**src/rtl/cnna_acc_pkg.sv**
```systemverilog
// Shared constants, drain FSM encoding and the round/saturate requantizer
// used by the sum-RAM read side.
package cnna_acc_pkg;

  localparam int C_DSIZE_DEF = 24;
  localparam int C_OSIZE_DEF = 16;
  localparam int C_SHW       = 5;

  typedef enum logic [1:0] {
    S_IDLE  = 2'd0,
    S_RUN   = 2'd1,
    S_FLUSH = 2'd2,
    S_DONE  = 2'd3
  } drain_state_e;

  // Round half toward +inf, then clamp; one extra bit keeps the rounding add exact.
  function automatic logic signed [C_OSIZE_DEF-1:0] sat_round(
    input logic signed [C_DSIZE_DEF-1:0] d,
    input logic        [C_SHW-1:0]       sh
  );
    logic signed [C_DSIZE_DEF:0] t, rnd, qmax, qmin;
    qmax = (C_DSIZE_DEF+1)'((1 << (C_OSIZE_DEF-1)) - 1);
    qmin = -qmax - (C_DSIZE_DEF+1)'(1);
    t    = {d[C_DSIZE_DEF-1], d};
    if (sh != '0) begin
      rnd = (C_DSIZE_DEF+1)'(1) <<< (sh - 1'b1);
      t   = (t + rnd) >>> sh;
    end
    if (t > qmax)      return qmax[C_OSIZE_DEF-1:0];
    else if (t < qmin) return qmin[C_OSIZE_DEF-1:0];
    else               return t[C_OSIZE_DEF-1:0];
  endfunction

endpackage

```
**src/rtl/sync_fifo_fwft.sv**
```systemverilog
// First-word-fall-through FIFO; head data is visible whenever vld_o is high.
module sync_fifo_fwft #(
  parameter  int W     = 16,
  parameter  int DEPTH = 8,
  localparam int AW    = $clog2(DEPTH),
  localparam int CW    = AW + 1
) (
  input  logic          clk_i,
  input  logic          rst_n_i,
  input  logic          wr_en_i,
  input  logic [W-1:0]  wr_data_i,
  input  logic          rd_en_i,
  output logic [W-1:0]  rd_data_o,
  output logic          vld_o,
  output logic [CW-1:0] cnt_o
);

  logic [W-1:0]  mem_q [DEPTH];
  logic [AW-1:0] wptr_q, rptr_q;
  logic [CW-1:0] cnt_q;
  logic          wr, rd;

  assign rd = rd_en_i && (cnt_q != '0);
  assign wr = wr_en_i && ((cnt_q != CW'(DEPTH)) || rd);

  always_ff @(posedge clk_i or negedge rst_n_i) begin
    if (!rst_n_i) begin
      wptr_q <= '0;
      rptr_q <= '0;
      cnt_q  <= '0;
    end else begin
      wptr_q <= wptr_q + AW'(wr);
      rptr_q <= rptr_q + AW'(rd);
      cnt_q  <= cnt_q + CW'(wr) - CW'(rd);
    end
  end

  always_ff @(posedge clk_i) begin
    if (wr) mem_q[wptr_q] <= wr_data_i;
  end

  assign rd_data_o = mem_q[rptr_q];
  assign vld_o     = (cnt_q != '0);
  assign cnt_o     = cnt_q;

endmodule

```
**src/rtl/sum_ram_drain.sv**
```systemverilog
// Walks one sum-RAM bank, requantizes each partial sum and streams it out
// through a credit-protected skid FIFO with full backpressure.
module sum_ram_drain
  import cnna_acc_pkg::*;
#(
  parameter int C_DSIZE      = C_DSIZE_DEF,
  parameter int C_OSIZE      = C_OSIZE_DEF,
  parameter int C_ASIZE      = 10,
  parameter int C_RD_LAT     = 2,
  parameter int C_FIFO_DEPTH = 8
) (
  input  logic               I_clk,
  input  logic               I_rst_n,
  input  logic               I_start,
  input  logic               I_bank_sel,
  input  logic [C_ASIZE-1:0] I_base_addr,
  input  logic [C_ASIZE:0]   I_len,
  input  logic [C_SHW-1:0]   I_shift,
  output logic [C_ASIZE-1:0] O_raddr,
  input  logic [C_DSIZE-1:0] I_rdata0,
  input  logic [C_DSIZE-1:0] I_rdata1,
  output logic [C_OSIZE-1:0] O_dout,
  output logic               O_dv,
  input  logic               I_rdy,
  output logic               O_busy,
  output logic               O_done
);

  localparam int CW = $clog2(C_FIFO_DEPTH) + 1;

  drain_state_e        state_q, state_d;
  logic                bank_q;
  logic [C_SHW-1:0]    shift_q;
  logic [C_ASIZE:0]    len_q, issue_cnt_q, issue_cnt_d;
  logic [C_ASIZE-1:0]  raddr_q, raddr_d;
  logic [C_RD_LAT-1:0] vld_pipe_q, vld_pipe_d;
  logic                q_vld_q;
  logic [C_OSIZE-1:0]  q_data_q;
  logic [CW-1:0]       fifo_cnt;
  logic [C_OSIZE-1:0]  fifo_dout;
  logic                fifo_vld, pop;
  logic                start_acc, issue, credit_ok, drained;
  logic [7:0]          used;

  assign start_acc = (state_q == S_IDLE) && I_start;
  assign pop       = fifo_vld & I_rdy;

  // Every word between issue and transfer holds a credit, so the FIFO cannot overflow.
  always_comb begin
    used = 8'(fifo_cnt) + 8'(q_vld_q);
    for (int i = 0; i < C_RD_LAT; i++) used = used + 8'(vld_pipe_q[i]);
  end
  assign credit_ok = used < 8'(C_FIFO_DEPTH);

  // The first read goes out in the start cycle itself to meet the start-to-data latency.
  assign issue = (start_acc && (I_len != '0)) ||
                 ((state_q == S_RUN) && (issue_cnt_q != len_q) && credit_ok);
  assign O_raddr     = start_acc ? I_base_addr : raddr_q;
  assign raddr_d     = O_raddr + C_ASIZE'(issue);
  assign issue_cnt_d = (start_acc ? '0 : issue_cnt_q) + (C_ASIZE+1)'(issue);

  always_comb begin
    vld_pipe_d[0] = issue;
    for (int i = 1; i < C_RD_LAT; i++) vld_pipe_d[i] = vld_pipe_q[i-1];
  end

  assign drained = (vld_pipe_q == '0) && !q_vld_q &&
                   ((fifo_cnt == '0) || ((fifo_cnt == CW'(1)) && pop));

  always_ff @(posedge I_clk or negedge I_rst_n) begin
    if (!I_rst_n) state_q <= S_IDLE;
    else          state_q <= state_d;
  end

  always_comb begin
    state_d = state_q;
    case (state_q)
      S_IDLE:  if (I_start) state_d = (I_len == '0) ? S_DONE : S_RUN;
      S_RUN:   if (issue_cnt_q == len_q) state_d = S_FLUSH;
      S_FLUSH: if (drained) state_d = S_DONE;
      S_DONE:  state_d = S_IDLE;
      default: state_d = S_IDLE;
    endcase
  end

  always_comb begin
    O_busy = (state_q != S_IDLE);
    O_done = (state_q == S_DONE);
  end

  always_ff @(posedge I_clk or negedge I_rst_n) begin
    if (!I_rst_n) begin
      bank_q      <= 1'b0;
      shift_q     <= '0;
      len_q       <= '0;
      raddr_q     <= '0;
      issue_cnt_q <= '0;
      vld_pipe_q  <= '0;
      q_vld_q     <= 1'b0;
      q_data_q    <= '0;
    end else begin
      if (start_acc) begin
        bank_q  <= I_bank_sel;
        shift_q <= I_shift;
        len_q   <= I_len;
      end
      raddr_q     <= raddr_d;
      issue_cnt_q <= issue_cnt_d;
      vld_pipe_q  <= vld_pipe_d;
      q_vld_q     <= vld_pipe_q[C_RD_LAT-1];
      if (vld_pipe_q[C_RD_LAT-1])
        q_data_q <= sat_round(bank_q ? I_rdata1 : I_rdata0, shift_q);
    end
  end

  sync_fifo_fwft #(.W(C_OSIZE), .DEPTH(C_FIFO_DEPTH)) u_fifo (
    .clk_i     (I_clk),
    .rst_n_i   (I_rst_n),
    .wr_en_i   (q_vld_q),
    .wr_data_i (q_data_q),
    .rd_en_i   (pop),
    .rd_data_o (fifo_dout),
    .vld_o     (fifo_vld),
    .cnt_o     (fifo_cnt)
  );

  assign O_dv   = fifo_vld;
  assign O_dout = fifo_vld ? fifo_dout : '0;

endmodule

```
**config.mk**
```make
export PLATFORM = sky130hd
export DESIGN_NAME = sum_ram_drain
export DESIGN_NICKNAME = d
export VERILOG_FILES = /design/src/rtl/cnna_acc_pkg.sv /design/src/rtl/sync_fifo_fwft.sv /design/src/rtl/sum_ram_drain.sv
export SDC_FILE = /design/constraint.sdc
export NUM_CORES = 1
export LEC_CHECK = 0
export CELL_PAD_IN_SITES_DETAIL_PLACEMENT = 1
export CELL_PAD_IN_SITES_GLOBAL_PLACEMENT = 1
export CORE_ASPECT_RATIO = 1.1
export CORE_MARGIN = 5
export CORE_UTILIZATION = 50
export DETAILED_ROUTE_END_ITERATION = 7
export MAX_ROUTING_LAYER = met4
export PLACE_DENSITY = 0.95
export SYNTH_ARGS = -nofsm -noshare
export SYNTH_HDL_FRONTEND = slang
export SYNTH_SLANG_ARGS = --single-unit
```
**constraint.sdc**
```tcl
create_clock -name I_clk -period 10.6 [get_ports I_clk]
set_input_delay 2.12 -clock I_clk [delete_from_list [all_inputs] [get_ports I_clk]]
set_output_delay 2.12 -clock I_clk [all_outputs]
set_load 0.02 [all_outputs]
```
==> run_results.csv, run 1 <==
group,metric,value,unit
logic_synthesis,synth-edff-count,128,
route,avgViaCountPerCell,6.829,
global_routing,global_route.overflow_total,0,
clock_tree,cts_resized,0,
logic_synthesis,asyncSetResetFlopFracSynth,35.03,%
clock_tree,tritoncts_clock_tree,"built",
critical_path,crit_path_top_delay_cell,"sky130_fd_sc_hd__o41ai_4",
global_routing,global_route.usage.total,32.99,%
placed_design,dp_hpwl,29.29,mm
global_routing,antenna_found_initial,1,
clock_tree,path_clk_slew,0.08,ns
placed_design,numPortBuffers,107,
finish,multi_input_comb_area,6137,um2
sta,final.min_clock_period,7.759,ns
floorplanning,die_height,173.1,um
logic_synthesis,synth-seq-cells,197,
sta,hold_violations,0,
critical_path,regToRegStartpoint,"shift_q[2]",
critical_path,cp_max_fo,39,
sta,final_layout_setup_total_negative_slack,0,ns
global_routing,grt_pass1_wl,67.31,mm
clock_tree,tritoncts_sinks,197,
logic_synthesis,mappedNetlistNets,1283,
finish,top_library_cells_by_usage_in_the_layout_fill_and_taps_aside,"135 x sky130_fd_sc_hd__nand2_1, 128 x sky130_fd_sc_hd__edfxtp_1, 120 x sky130_fd_sc_hd__nor2_1",
clock_tree,cts.path.max_buffers,2,
sta,slew_headroom,21.04,%
route,detail_route.drc_violations,0,
route,totalWireLength,44.46,mm
sta,fmax,0.1289,GHz
floorplanning,top_level_ports,108,
logic_synthesis,syn_area,12100,um2
sta,tightest_slew,1.183,ns
critical_path,start_kind,"register",
floorplanning,fp.dieArea,27410,um2
floorplanning,core_area,23770,um2
clock_tree,clock_tree.htree_level_count,4,
route,route.vias.total,10550,
clock_tree,post-cts-setup-buffer-count,0,
logic_synthesis,synthesis.area_per_instance,10.47,um2
sta,timing.final.max_slew_violations,0,
route,route.antenna.remaining_nets,0,
route,first_pass_iters,6,
finish,layout.filler_cells,2519,
global_routing,number_of_global_route_vias_before_repair,11130,
sta,post-route-period-util,73.20,%
outcome,run_status,"finished clean",
critical_path,crit_path_cell_trace,"buf_4 > clkinv_1 > nand2_1 > nor3_1 > buf_4 > nor2_1 > buf_4 > nand2_1 > nor2_1 > ha_1 > o211ai_1 > o21ai_1 > a2111o_1 > nand3_1 > a21oi_1 > or3_1 > a2111oi_4 > o31a_1 > o21ai_0 > o41ai_4 > o2111ai_1 > a21oi_1",
logic_synthesis,part_of_the_yosys_area_used_for_sequential_elements,46.05,%
pwr,power-per-cell-area,334.4,nW/um2
pwr,max-vdd-ir-drop,161.0,uV
floorplanning,initial_core_util,50.89,%
clock_tree,cts_hold_repair.buffers,0,
finish,area_growth,15.58,%
logic_synthesis,synth_cell_types,75,
sta,unrepaired_setup_endpoints_after_global_routing,"no",
critical_path,cp-end-kind,"register",
min_path,worst_hold_startpoint,"vld_pipe_q[0]",
critical_path,timing.critical_path.arrival,8.12,ns
critical_path,crit_required,10.96,ns
clock_tree,cts_root_buf,"sky130_fd_sc_hd__clkbuf_16",
sta,finalClockSkew,0.01136,ns
finish,nets,1354,
logic_synthesis,yosys_most_used_dff,"sky130_fd_sc_hd__edfxtp_1",
floorplanning,placement_rows,59,
sta,timing.hold.ws,0.4987,ns
pwr,leakagePower,5.308,nW
clock_tree,worst_skew_pair_latency,0.45,ns
critical_path,criticalPathCategory,"register to register",
run,max_cap_viol_count,0,
min_path,hold_path_class,"register to register",
route,route.detailed.wl_per_inst,28.78,um
critical_path,worst_setup_path_startpoint,"shift_q[2]",
global_routing,largest_net_degree_at_the_start_of_global_routing,70,
critical_path,crit_family,"compound AO/OA/AOI/OAI gates",
sta,final-setup-viol-count,0,
route,initialDrtViolationCount,1122,
placed_design,globalplace.congestion,1.027,
logic_synthesis,yosys_warnings,0,
floorplanning,die_x,158.3,um
critical_path,critical_path.max_stage_delay,0.83,ns
clock_tree,tritoncts.num_buffers,17,
finish,final-seq-area,5572,um2
critical_path,timing.critical_path.mode_cell,"sky130_fd_sc_hd__buf_4",
critical_path,path_buf_inv,4,
finish,layout.cells.most_common,"sky130_fd_sc_hd__nand2_1",
logic_synthesis,synthCells,1155,
finish,final_layout_size_suffix_gt1_share,10.41,%
==> state kept, by name, indices dropped and copies added, names as in the netlist <==
name and cells:
bank_q 1, issue_cnt_q 11, len_q 11, q_data_q 16
q_vld_q 1, raddr_q 10, shift_q 5, state_q 2
u_fifo.cnt_o 4, u_fifo.mem_q 128, u_fifo.rptr_q 3, u_fifo.wptr_q 3
vld_pipe_q 2
==> stage by stage <==
stage	total power, mW	area [um2]	std cells	utilization (%)	setup slack (ns)
after floorplan	2.938	12100	1155	-	4.620
after global placement	3.658	13400	1512	56.37	3.408
after detailed placement	3.820	13400	1512	56.37	3.080
after CTS	4.587	13980	1544	58.81	3.211
after global routing	4.844	13980	1545	58.82	2.629
final	4.675	13980	1545	58.82	2.841
==> power breakdown <==
group	internal, mW	switching [mW]
Combinational	1.02	1.74
Sequential	1.05	0.204
Clock	0.317	0.343
==> logic make-up (layout without fill, tap and decap cells) <==
family	count (synthesis)	after routing	synth area share (%)
simple gates	402	402	15.11
compound gates	246	246	13.81
flops	197	197	46.05
buf+inv	105	189	3.506
mux	103	103	12.43
xor+xnor	53	53	3.837
fa+ha+maj	49	49	5.254
other cells	0	1	0
==> cell usage after synthesis (all sizes together), types with 33 or more instances <==
master	instances	area [um2]
nor3	39	195.2
a21oi	64	320.3
edfxtp	128	3844
ha	46	575.6
o21ai	54	270.3
clkbuf	48	180.2
nand2	135	506.7
nor2	125	469.2
inv	33	123.9
mux2i	40	400.4
dfrtp	69	1727
mux4	35	788.3
==> layout make-up <==
type                            instances  share of cell area (%)
Tap cell                              305                   2.730
Timing Repair Buffer                  122                   8.430
Multi-Input combinational cell        853                   43.90
Clock inverter                         15                   1.092
Inverter                               35                  0.9397
Antenna cell                            1                 0.01790
Clock buffer                           17                   3.043
Sequential cell                       197                   39.85
==> layer usage <==
metal,vias up,GRT usage (%),wire [um]
li1,4444,-,-
met1,5169,38.00,15890
met3,239,4.975,3277
met4,0,16.42,2639
met2,699,55.58,22660
met5,-,-,0
==> final timing paths <==
kind / endpoint / slack, ns / cells after the start
max in group asynchronous: u_fifo.rptr_q[0] / 8.10 / 2
min reg2reg: vld_pipe_q[1] / 0.50 / 0
min in group asynchronous: state_q[1] / 1.87 / 2
min: vld_pipe_q[1] / 0.50 / 0
max reg2reg: q_data_q[10] / 2.84 / 22
max: q_data_q[10] / 2.84 / 22
No activity file was read; power rests on OpenSTA's default activity.
==> run 2: changes to the inputs <==
Settings changed: CORE_UTILIZATION 50 to 42, PLACE_DENSITY 0.95 to 0.89.
Clock period 10.6 ns to 6.52 ns, I/O delays scaled along.
==> run 2 against run 1 <==
Register-to-register slack got worse by 2.1 ns. Sequential cell count unchanged. Die area up 18%. Final area grew 1.5%. Cell count is 5.3% higher. Sequential share of layout area shrank 0.59 points. Total power up 57%. Setup slack worse by 2.2 ns. Worst hold slack worse by 0.057 ns. Sequential power rose by 70%. Global-route usage is 8.2 points lower. Wire length is 12% lower. Critical path type is now input port to register. Largest power group unchanged.
==> run_results.csv, run 2 (synthesis gave the netlist of run 1 again) <==
group,metric,value,unit
outcome,run_status,"finished clean",
critical_path,regToRegStartpoint,"shift_q[0]",
sta,final.min_clock_period,5.892,ns
critical_path,path_buf_inv,2,
sta,tightest_slew,1.144,ns
sta,final_layout_setup_total_negative_slack,0,ns
pwr,pwr-share-clk,13.9,%
finish,largest_register_ffs,128,
finish,largest_registers,"u_fifo.mem_q x128, q_data_q x16",
global_routing,antenna_found_initial,0,
sta,unrepaired_setup_endpoints_after_global_routing,"no",
route,route.vias.total,9882,
clock_tree,cts_root_buf,"sky130_fd_sc_hd__clkbuf_16",
finish,area_growth,17.31,%
global_routing,global_route.overflow_total,0,
sta,post-route-period-util,90.37,%
clock_tree,worst_skew_pair_latency,0.44,ns
sta,slew_headroom,23.45,%
floorplanning,fp.dieArea,32300,um2
finish,nets,1374,
route,avgViaCountPerCell,6.074,
critical_path,criticalPathCategory,"input port to register",
floorplanning,placement_rows,65,
clock_tree,post-cts-setup-buffer-count,0,
placed_design,numPortBuffers,107,
run,max_cap_viol_count,0,
clock_tree,clock_tree.htree_level_count,4,
pwr,leakagePower,5.399,nW
pwr,power-per-cell-area,517.0,nW/um2
placed_design,dp_cells,1595,
critical_path,timing.critical_path.mode_cell,"sky130_fd_sc_hd__or3_1",
pwr,max-vdd-ir-drop,327.5,uV
critical_path,crit_family,"compound AO/OA/AOI/OAI gates",
critical_path,cp_max_fo,15,
placed_design,globalplace.congestion,0.9697,
route,route.antenna.remaining_nets,0,
route,route.detailed.wl_per_inst,24.00,um
global_routing,number_of_global_route_vias_before_repair,10650,
finish,layout.cells.non_filler,1627,
floorplanning,top_level_ports,108,
floorplanning,core_area,28550,um2
route,detail_route.drc_violations,0,
critical_path,worst_setup_path_startpoint,"I_rdata0[0]",
finish,final_layout_size_suffix_gt1_share,11.52,%
pwr,power.switching_fraction,45.88,%
global_routing,largest_net_degree_at_the_start_of_global_routing,70,
floorplanning,die_x,171.8,um
critical_path,timing.critical_path.arrival,6.17,ns
critical_path,critical_path.max_stage_delay,0.55,ns
finish,registers.top_by_ff_count,"u_fifo.mem_q",
placed_design,dp_hpwl,28.89,mm
min_path,worst_hold_startpoint,"vld_pipe_q[0]",
clock_tree,cts_resized,0,
critical_path,crit_required,6.80,ns
pwr,power_frac_seq,29.1,%
clock_tree,tritoncts.num_buffers,17,
finish,layout.cells.most_common,"sky130_fd_sc_hd__nand2_1",
sta,timing.final.max_slew_violations,0,
min_path,hold_path_class,"register to register",
pwr,power.combinational.fraction,56.9,%
global_routing,global_route.usage.total,24.83,%
route,first_pass_iters,5,
clock_tree,cts.path.max_buffers,2,
sta,finalClockSkew,0.01564,ns
floorplanning,die_height,188.0,um
critical_path,crit_path_cell_trace,"clkdlybuf4s50_1 > mux2_2 > ha_1 > inv_1 > fa_1 > nand2b_1 > a21o_1 > a2111o_1 > a21oi_1 > o21a_1 > nor3_1 > or3_1 > or3_1 > o21bai_1 > nor4bb_1 > a41o_1 > o21ai_0",
finish,num_antenna_cells,0,
critical_path,cp-end-kind,"register",
sta,hold_violations,0,
critical_path,start_kind,"input port",
pwr,power.internal,3.970,mW
route,totalWireLength,39.04,mm
global_routing,grt_pass1_wl,60.48,mm
clock_tree,cts_hold_repair.buffers,0,
route,initialDrtViolationCount,767,
pwr,switching_power_total,3.366,mW
critical_path,crit_path_top_delay_cell,"sky130_fd_sc_hd__a41o_1",
clock_tree,tritoncts_sinks,197,
sta,final-setup-viol-count,0,
finish,top_library_cells_by_usage_in_the_layout_fill_and_taps_aside,"135 x sky130_fd_sc_hd__nand2_1, 128 x sky130_fd_sc_hd__edfxtp_1, 121 x sky130_fd_sc_hd__nor2_1",
sta,fmax,0.1697,GHz
floorplanning,initial_core_util,42.38,%
clock_tree,tritoncts_clock_tree,"built",
clock_tree,path_clk_slew,0.07,ns
## run 2: cell count changes in the layout (fill, tap and decap cells not counted), moves of 2 or more
cell	before	now
sky130_fd_sc_hd__buf_4	15	36
sky130_fd_sc_hd__inv_8	4	0
sky130_fd_sc_hd__clkinv_2	0	3
sky130_fd_sc_hd__inv_6	6	3
sky130_fd_sc_hd__clkbuf_8	0	2
sky130_fd_sc_hd__clkbuf_1	0	3
## run 2: power groups by stage
| stage | Sequential [mW] | Clock (mW) | Combinational, mW |
|---|---|---|---|
| 6_report | 2.14 | 1.02 | 4.18 |
| 5_1_grt | 2.17 | 1.10 | 4.47 |
| 4_1_cts | 2.14 | 1.04 | 4.14 |
| 3_5_place_dp | 2.16 | 0 | 4.09 |
| 3_3_place_gp | 2.10 | 0 | 3.95 |
| 2_1_floorplan | 1.88 | 0 | 2.90 |
## run 2: layout make-up
cell class              count  area (um2)
repair buffers            142        1331
well taps                 368       460.4
clock buffers              22       464.2
inverters                  35       131.4
multi-input cells         853        6135
fillers                  3074       14360
clock inverters            10       97.59
flip-flops and latches    197        5572
## run 2: worst paths after layout
path | end | slack (ns) | cells past startpoint
max in group asynchronous | u_fifo.rptr_q[0] | 4.87 | 1
hold / removal | vld_pipe_q[1] | 0.44 | 0
setup / recovery | q_data_q[13] | 0.63 | 17
hold reg to reg | vld_pipe_q[1] | 0.44 | 0
min in group asynchronous | len_q[9] | 1.00 | 1
setup reg to reg | q_data_q[8] | 0.74 | 18
## run 2: per-layer routing
metal  GRT usage [%]  up-vias  wire (um)
met3           3.837      112       1915
met5               -        -          0
met4           10.64        0       1655
met1           28.26     4932      14750
met2           43.15      375      20720
li1                -     4463          -
## run 2: per-stage QoR
stage               utilization, %  hold slack, ns  setup WS, ns  instance area (um2)  total power, mW
CTS                          49.71          0.4497        0.6663                14190            7.321
floorplan                        -          0.4033         1.274                12100            4.777
global route                 49.71          0.4755        0.3287                14190            7.750
detailed placement           47.74          0.4303        0.2232                13630            6.243
finish                       49.71          0.4415        0.6278                14190            7.337
global placement             47.74          0.4275        0.3894                13630            6.055
